==> src/rtl/seq_wr.sv <==
// seq_wr: serial frame writer sending header, four payload bytes, optional checksum, then an idle gap.
// Define SEQ_WR_CHECKSUM_EN to append the checksum byte (48-bit frame instead of 40-bit).
module seq_wr #(
  parameter logic [7:0] HEADER     = 8'hA5,
  parameter int         GAP_CYCLES = 8
) (
  input  logic       clk,
  input  logic       rst_n,
  input  logic       start,
  input  logic [7:0] in_data0,
  input  logic [7:0] in_data1,
  input  logic [7:0] in_data2,
  input  logic [7:0] in_data3,
  output logic       data_out,
  output logic       busy,
  output logic       done
);

  localparam logic [2:0] S_IDLE = 3'd0;
  localparam logic [2:0] S_HEAD = 3'd1;
  localparam logic [2:0] S_DATA = 3'd2;
`ifdef SEQ_WR_CHECKSUM_EN
  localparam logic [2:0] S_CHK  = 3'd3;
`endif
  localparam logic [2:0] S_GAP  = 3'd4;
  localparam logic [7:0] GAP_LAST = 8'(GAP_CYCLES - 1);

  logic [2:0]  r_state;
  logic [2:0]  r_bit_cnt;
  logic [1:0]  r_byte_idx;
  logic [7:0]  r_gap_cnt;
  logic [31:0] r_shift;
  logic        r_data_out;
  logic        r_busy;
  logic        r_done;
  logic [2:0]  w_bit_inc;
  logic        w_data_last;

  assign w_bit_inc   = r_bit_cnt + 3'd1;
  assign w_data_last = (r_byte_idx == 2'd3) && (r_bit_cnt == 3'd7);

`ifdef SEQ_WR_CHECKSUM_EN
  logic [7:0] r_chk;
  logic [7:0] w_sum;
  assign w_sum = in_data0 + in_data1 + in_data2 + in_data3;
`endif

  // data_out is loaded one edge ahead with the bit that the next cycle must carry.
  always_ff @(posedge clk or negedge rst_n) begin
    if (!rst_n) begin
      r_state    <= S_IDLE;
      r_bit_cnt  <= 3'd0;
      r_byte_idx <= 2'd0;
      r_gap_cnt  <= 8'd0;
      r_shift    <= 32'd0;
      r_data_out <= 1'b0;
      r_busy     <= 1'b0;
      r_done     <= 1'b0;
`ifdef SEQ_WR_CHECKSUM_EN
      r_chk      <= 8'd0;
`endif
    end else begin
      r_done <= 1'b0;
      case (r_state)
        S_IDLE: begin
          r_data_out <= 1'b0;
          if (start) begin
            r_state    <= S_HEAD;
            r_busy     <= 1'b1;
            r_bit_cnt  <= 3'd0;
            r_byte_idx <= 2'd0;
            r_shift    <= {in_data0, in_data1, in_data2, in_data3};
            r_data_out <= HEADER[7];
`ifdef SEQ_WR_CHECKSUM_EN
            r_chk      <= w_sum;
`endif
          end
        end
        S_HEAD: begin
          if (r_bit_cnt == 3'd7) begin
            r_state    <= S_DATA;
            r_bit_cnt  <= 3'd0;
            r_data_out <= r_shift[31];
            r_shift    <= {r_shift[30:0], 1'b0};
          end else begin
            r_bit_cnt  <= w_bit_inc;
            r_data_out <= HEADER[3'd7 - w_bit_inc];
          end
        end
        S_DATA: begin
          if (w_data_last) begin
            r_bit_cnt  <= 3'd0;
            r_byte_idx <= 2'd0;
`ifdef SEQ_WR_CHECKSUM_EN
            r_state    <= S_CHK;
            r_data_out <= r_chk[7];
            r_chk      <= {r_chk[6:0], 1'b0};
`else
            r_state    <= S_GAP;
            r_data_out <= 1'b0;
            r_done     <= 1'b1;
            r_gap_cnt  <= 8'd0;
`endif
          end else begin
            r_bit_cnt  <= w_bit_inc;
            if (r_bit_cnt == 3'd7) begin
              r_byte_idx <= r_byte_idx + 2'd1;
            end
            r_data_out <= r_shift[31];
            r_shift    <= {r_shift[30:0], 1'b0};
          end
        end
`ifdef SEQ_WR_CHECKSUM_EN
        S_CHK: begin
          if (r_bit_cnt == 3'd7) begin
            r_state    <= S_GAP;
            r_bit_cnt  <= 3'd0;
            r_data_out <= 1'b0;
            r_done     <= 1'b1;
            r_gap_cnt  <= 8'd0;
          end else begin
            r_bit_cnt  <= w_bit_inc;
            r_data_out <= r_chk[7];
            r_chk      <= {r_chk[6:0], 1'b0};
          end
        end
`endif
        S_GAP: begin
          r_data_out <= 1'b0;
          if (r_gap_cnt == GAP_LAST) begin
            r_state   <= S_IDLE;
            r_busy    <= 1'b0;
            r_gap_cnt <= 8'd0;
          end else begin
            r_gap_cnt <= r_gap_cnt + 8'd1;
          end
        end
        default: begin
          r_state    <= S_IDLE;
          r_busy     <= 1'b0;
          r_data_out <= 1'b0;
        end
      endcase
    end
  end

  assign data_out = r_data_out;
  assign busy     = r_busy;
  assign done     = r_done;

endmodule

==> config.mk <==
export PLATFORM = sky130hd
export DESIGN_NAME = seq_wr
export DESIGN_NICKNAME = d
export VERILOG_FILES = /design/src/rtl/seq_wr.sv
export SDC_FILE = /design/constraint.sdc
export NUM_CORES = 1
export LEC_CHECK = 0
export ABC_AREA = 1
export CELL_PAD_IN_SITES_DETAIL_PLACEMENT = 0
export CELL_PAD_IN_SITES_GLOBAL_PLACEMENT = 1
export CORE_ASPECT_RATIO = 1.75
export CORE_MARGIN = 2
export CORE_UTILIZATION = 40
export CTS_BUF_LIST = sky130_fd_sc_hd__clkbuf_2 sky130_fd_sc_hd__clkbuf_4 sky130_fd_sc_hd__clkbuf_8
export DETAILED_ROUTE_END_ITERATION = 16
export GPL_TIMING_DRIVEN = 0
export PLACE_DENSITY_LB_ADDON = 0.05
export SETUP_SLACK_MARGIN = 0.4
export SLEW_MARGIN = 20
export SYNTH_ARGS = -nofsm -noshare
export SYNTH_HDL_FRONTEND = slang
export SYNTH_SLANG_ARGS = --single-unit
==> constraint.sdc <==
create_clock -name clk -period 2 [get_ports clk]
set_input_delay 0.2 -clock clk [delete_from_list [all_inputs] [get_ports clk]]
set_output_delay 0.2 -clock clk [all_outputs]
set_load 0.01 [all_outputs]
==> results of run 1 <==
-- logic make-up (layout without fill, tap and decap cells) --
family | Yosys count | after routing
compound gates | 50 | 50
buf+inv | 39 | 95
flops | 51 | 51
xor+xnor | 2 | 2
fa+ha+maj | 4 | 4
simple gates | 221 | 221
-- through the flow --
step           power (mW)  hold slack, ns  setup TNS [ns]  setup WS, ns  util, %
2_1_floorplan        3.44         -0.0956               0         0.434        -
3_3_place_gp         4.09           0.455          -50.62        -0.996     48.8
3_5_place_dp         4.12           0.291               0         0.211     48.7
4_1_cts              5.22           0.478               0         0.374     52.8
5_1_grt              5.98           0.520               0         0.299     54.6
6_report             5.44           0.460               0         0.369     54.6
-- placed cells by master, fill, tap and decap left out, types with 2 or more instances in the layout --
cell	synthesis	routed
dfrtp_1	51	51
nand2_2	5	29
nand3_4	0	2
ha_1	4	2
nand2_1	184	154
buf_6	3	8
o21ai_0	36	27
clkdlybuf4s50_1	0	36
nand3_1	13	13
nand4_1	2	2
nor2_1	8	8
inv_1	21	18
o21ai_1	4	12
buf_2	6	5
buf_4	7	10
buf_8	0	3
a21oi_1	5	5
o21ai_2	1	2
inv_2	2	4
nand2_4	1	7
nor2_4	3	3
clkbuf_8	0	7
-- area by class of cell --
cell class | instances | area (um^2) | share of cell area (%)
tap | 82 | 103 | 2.85
timing repair buffer | 48 | 488 | 13.6
multi-input combinational | 277 | 1400 | 38.9
clock buffer | 8 | 104 | 2.89
buffer | 16 | 138 | 3.83
sequential | 51 | 1280 | 35.5
inverter | 23 | 88.8 | 2.47
-- metal layers --
layer  part of all wire [%]  track usage [%]  vias to the layer above
met5                      0                0                        -
met3                    3.1             3.85                        7
li1                       -                -                     1265
met4                    1.6             6.39                        0
met1                     42             22.9                     1148
met2                     54             34.5                       39
-- registers in the layout, indices dropped and copies added, names as in the netlist --
name / count
r_bit_cnt: 3
busy: 1
r_gap_cnt: 8
r_shift: 32
done: 1
data_out: 1
r_byte_idx: 2
r_state: 3
-- what timing repair did --
action	4_1_cts	5_1_grt
setup buffers	6	1
gates cloned	3	0
endpoints found under the hold margin	51	0
pin swaps	4	25
endpoints found under the setup margin	35	36
hold buffers	1	0
gates resized for setup	22	48
-- power breakdown --
group	leakage [nW]	internal, mW	switching, mW
clock network	0.0549	0.330	0.354
registers	0.657	1.42	0.194
logic	1.18	1.33	1.81
-- cells in the mapped netlist --
cell type	number	area, um^2
nor2_1	8	30.0
inv_2	2	7.51
nand2_2	5	31.3
xnor2_1	1	8.76
o21ai_1	4	20.0
nor2_4	3	33.8
buf_6	3	33.8
ha_1	4	50.1
inv_1	21	78.8
a21o_1	1	7.51
o22ai_1	1	6.26
dfrtp_1	51	1280
nand3b_2	1	11.3
nand2_1	184	691
nand4_1	2	12.5
nor3_4	1	16.3
nand2_4	1	11.3
o21ai_0	36	180
buf_2	6	30.0
a21oi_1	5	25.0
o21ai_2	1	8.76
a22o_1	1	8.76
buf_4	7	52.6
nand3_2	2	20.0
or2_0	1	6.26
xor2_1	1	8.76
nand3_1	13	65.1
o211ai_1	1	7.51
-- worst max-delay path, cell delays in order, from the launching register on --
cell     delay, ns
dfrtp_1       0.40
ha_2          0.20
ha_4          0.18
nand2_4       0.07
inv_2         0.04
nand3_4       0.06
nand2_4       0.08
nor2_4        0.16
buf_6         0.14
buf_8         0.12
nand2_1       0.06
nand2_1       0.05
-- worst max path at each step --
stage,depth (start not counted),end,slack (ns)
after detailed placement,10,r_shift[25]$_DFFE_PN0P_,0.21
after global routing,11,r_shift[18]$_DFFE_PN0P_,0.30
after global placement,1,r_shift[25]$_DFFE_PN0P_,-1.0
after CTS,10,r_shift[15]$_DFFE_PN0P_,0.37
final,11,r_shift[18]$_DFFE_PN0P_,0.37
after floorplan,9,r_shift[4]$_DFFE_PN0P_,0.43
==> key figures, run 1 <==
Outcome
  • Status: complete, no violations

Power
  • Cell leakage power: 1.89 nW
  • Worst VDD drop: 0.000781 V
  • PD cells: 1510 mW/mm^2

Route
  • Pre-Repair DR Iteration Count: 4
  • Routed WL: 6.51 mm
  • Vias: 2,459
  • Routed len/inst: 12.9 um
  • First-iteration detailed-routing DRC count: 91
  • Vias per std cell: 4.87
  • DRC: 0
  • Antenna viol nets, final: 0

Critical path
  • Crit. End Element: flip-flop
  • WS Path Type: flip-flop to flip-flop
  • Crit-path max FO: 6
  • Reg2reg end: r_shift[18]$_DFFE_PN0P_
  • CP startpoint: r_bit_cnt[0]$_DFFE_PN0P_
  • Crit path required time: 2.25 ns
  • CP startpoint kind: flip-flop
  • R2R setup slack: 0.37 ns
  • Critical Path AT: 1.89 ns
  • R2R depth: 11
  • Reg2reg start: r_bit_cnt[0]$_DFFE_PN0P_

Worst hold path
  • Hold WC Path Type: primary input to asynchronous set/reset pin

Synth
  • Simple-gate portion of the synthesized area: 33.9%
  • Syn_nets: 406
  • Count of state elements after synthesis: 51
  • Compound-Gate Fraction of Synth Area: 9.64%
  • Largest family of logic cells by synthesized area: simple AND/OR/NAND/NOR gates
  • Adder-Cell Fraction of Synth Area: 1.83%
  • YS warnings: 0
  • Post-Syn Area: 0.00274 mm^2
  • Cells after Synth: 367
  • Multiplexer share of the synthesized area: 0%
  • Fraction of synthesized cell area in xor and xnor cells: 0.640%
  • Seq/Total Area, Yosys: 46.6%
  • Synthesized area per cell: 7.46 um^2
  • Netlist cell types: 28

GRT
  • First-pass GRT wire length: 11.4 mm
  • Vias in the first global route: 2,408
  • Initial antenna violation count: 0
  • Largest net degree at the start of global routing: 52
  • Gr ovfl total: 0
  • GRT Total Usage: 19.4%

Clock network
  • Clk Latency, worst-skew pair: 0.31 ns
  • CTS tree: yes
  • Max Root-Sink Buffers: 2
  • Clk slew on worst S/H paths: 0.09 ns
  • CTS sink count: 51
  • Clock Root Buffer: clkbuf_8
  • Num CTS Buffers: 5
  • H-tree depth: 2

STA
  • Hold Violations, Final: 0
  • RSZ-0062 raised after global routing: true
  • Minimum clock period: 1.63 ns
  • Layout Skew: 0.00638 ns
  • Relative slew slack: 55.4%
  • F_max: 0.613 GHz
  • Final setup vio count: 0
  • Slew Limit Fails: 0
  • Worst-Margin Slew: 0.668 ns
  • Tcrit/Tclk final: 81.6%

Final layout
  • N_diodes: 0
  • Layout fillers: 654
  • Share of cells above drive strength 1: 20.6%
  • Fin cells: 505
  • Area Overhead vs Synth: 31.3%
  • Nets: 461
  • Final non-filler cell area: 0.00360 mm^2

Floorplan
  • Die height: 113 um
  • Die area: 0.00755 mm^2
  • Die width: 66.6 um
  • Total core area: 0.00659 mm^2
  • Num rows: 39
  • Io pins: 38
  • Initial Util: 41.6%

Placed design
  • Gpl congestion: 0.787
  • Placed cells: 486
  • DP HPWL: 4.38 mm
  • Dpl cell area: 0.00321 mm^2
  • Port buffer count: 37

Run
  • Max-cap viol count: 0
Power figures use the tool's default switching activity.
==> inputs of run 2 (changes only) <==
Settings changed: CORE_UTILIZATION 40 to 37.
Clock period 2 ns to 1.32 ns, I/O delays scaled along.
==> run 2 against run 1 <==
Compared with the run above:
- the run now ends with negative hold slack, negative setup slack left
- final cell count up 6.7%
- largest power group unchanged
- setup slack worse by 0.69 ns
- sequential power up 58%
- wire length up 12%
- via count up 5.8%
- critical path type unchanged
- sequential share of layout area down 4.4 points
- clock skew about the same
- hold slack worse by 0.62 ns
- first-iteration DRC count down 22%
- power up 86%
- clock power up 93%
==> key figures, run 2 (synthesis results as in run 1) <==
STA
  • Final setup vio count: 49
  • Minimum clock period: 1.64 ns
  • Tcrit/Tclk final: 124%
  • F_max: 0.609 GHz
  • Fin worst setup slack: -0.321 ns
  • Relative slew slack: 55.5%
  • Worst-Margin Slew: 0.668 ns
  • Slew Limit Fails: 0
  • Hold slack final: -0.159 ns
  • Setup TNS: -10.94 ns
  • Hold Violations, Final: 51
  • Layout Skew: 0.00625 ns
  • RSZ-0062 raised after global routing: true

Route
  • Routed WL: 7.31 mm
  • Routed len/inst: 13.6 um
  • Vias: 2,601
  • Pre-Repair DR Iteration Count: 4
  • First-iteration detailed-routing DRC count: 71
  • Vias per std cell: 4.83
  • Antenna viol nets, final: 0
  • DRC: 0

Critical path
  • WS Path Type: flip-flop to flip-flop
  • CP startpoint: r_bit_cnt[0]$_DFFE_PN0P_
  • CP startpoint kind: flip-flop
  • R2R depth: 10
  • CP max stage delay: 0.43 ns
  • R2R setup slack: -0.32 ns
  • Crit path required time: 1.52 ns
  • Crit-path max FO: 5
  • Crit-path slowest cell: dfrtp_1
  • Critical Path AT: 1.85 ns
  • Reg2reg end: r_shift[30]$_DFFE_PN0P_
  • CP Capture Point: r_shift[30]$_DFFE_PN0P_
  • Cells along the critical path: ha_4 -> ha_4 -> nand2_4 -> inv_2 -> nand3_4 -> nand2_4 -> buf_6 -> clkbuf_16 -> o21ai_1 -> nand2_1
  • Crit. End Element: flip-flop
  • Reg2reg start: r_bit_cnt[0]$_DFFE_PN0P_

Run
  • Max-cap viol count: 0

Final layout
  • Nets: 491
  • Share of cells above drive strength 1: 31.3%
  • Fin cells: 539
  • Final core occ: 57.4%
  • Most frequent cells in the layout: 165 x nand2_1, 49 x dfrtp_1, 33 x clkdlybuf4s50_1
  • Largest registers: r_shift x32, r_gap_cnt x8
  • Final non-filler cell area: 0.00412 mm^2
  • N_diodes: 0
  • Most flops, register: r_shift
  • Max FFs per register: 32
  • Area Overhead vs Synth: 50.4%
  • Commonest non-fill, non-tap cell in the layout: nand2_1
  • Layout fillers: 727

Clock network
  • Max Root-Sink Buffers: 2
  • Num CTS Buffers: 5
  • Clk slew on worst S/H paths: 0.10 ns
  • Clk Latency, worst-skew pair: 0.31 ns
  • H-tree depth: 2
  • CTS tree: yes
  • CTS sink count: 51
  • Clock Root Buffer: clkbuf_8

GRT
  • Vias in the first global route: 2,552
  • Largest net degree at the start of global routing: 52
  • Gr ovfl total: 0
  • Initial antenna violation count: 0
  • First-pass GRT wire length: 12.4 mm
  • GRT Total Usage: 18.7%

Placed design
  • Gpl congestion: 0.800
  • Port buffer count: 37
  • Dpl cell area: 0.00332 mm^2
  • DP HPWL: 4.53 mm
  • Placed cells: 490

Outcome
  • Failing checks: negative hold slack, negative setup slack
  • Status: complete, but fails checks

Power
  • Total power: 10.1 mW
  • Cell leakage power: 2.13 nW
  • Worst VDD drop: 0.00128 V
  • PD cells: 2450 mW/mm^2

Floorplan
  • Die area: 0.00813 mm^2
  • Io pins: 38
  • Die width: 69.0 um
  • Initial Util: 38.1%
  • Num rows: 41
  • Die height: 118 um
  • Total core area: 0.00718 mm^2

Worst hold path
  • Hold WC Path Type: primary input to asynchronous set/reset pin
run 2: cell count changes in the layout (fill, tap and decap cells not counted), moves of 3 or more:
cell             change
buf_4               +14
buf_6               +16
clkdlybuf4s50_1      -3
nand2_1             +11
nand2_2              -9
nand2_4              -3
o21ai_0             -25
o21ai_2             +23
run 2: area by class of cell:
type	instances	area (um^2)	area share, %
inverters	23	93.8	2.28
plain buffers	16	194	4.71
repair buffers	78	790	19.2
clock inverters	2	60.1	1.46
multi-input cells	277	1520	36.9
well taps	86	108	2.61
clock buffers	6	76.3	1.85
flip-flops and latches	51	1280	31.0
run 2: per-stage QoR:
stage               setup WS, ns  hold slack, ns
floorplan                 -0.152          -0.164
global placement           -1.83           0.468
detailed placement        -0.353           0.218
CTS                       -0.307          -0.132
global route              -0.376         -0.0980
finish                    -0.321          -0.159
run 2: worst max-delay path, delay by kind of cell, from the launching register on:
family / cells / cell delay (ns)
flip-flops: 1 / 0.43
adder cells (fa/ha/maj): 2 / 0.36
buffers and inverters: 3 / 0.33
AND/OR/NAND/NOR: 4 / 0.28
AO/OA/AOI/OAI: 1 / 0.14
run 2: timing repair:
item	4_1_cts	5_1_grt
hold endpoints to repair	51	51
gates cloned	4	2
endpoints found under the setup margin	54	54
buffers inserted	30	5
pin swaps	16	36
resized for setup	55	49
run 2: power breakdown:
group          internal (mW)  leakage, nW  switching (mW)  total (mW)
Sequential              2.16        0.655           0.391        2.55
Combinational           3.00         1.41            3.23        6.22
Clock                  0.779       0.0688           0.542        1.32
Total                   5.93         2.13            4.16        10.1
run 2: worst min-delay path by stage:
| stage | to | slack, ns | cells past startpoint |
|---|---|---|---|
| floorplan | busy$_DFFE_PN0P_ | -0.16 | 0 |
| global placement | r_shift[9]$_DFFE_PN0P_ | 0.47 | 2 |
| detailed placement | done$_DFF_PN0_ | 0.22 | 1 |
| CTS | done$_DFF_PN0_ | -0.13 | 1 |
| global route | r_shift[9]$_DFFE_PN0P_ | -0.1 | 1 |
| finish | r_shift[9]$_DFFE_PN0P_ | -0.16 | 1 |
run 2: routing by layer:
metal	part of all wire (%)	track usage [%]	vias to the layer above
met5	0	0	-
met4	2.5	7.48	0
met1	40	22.5	1213
li1	-	-	1329
met2	54	32.7	49
met3	3.2	2.91	10
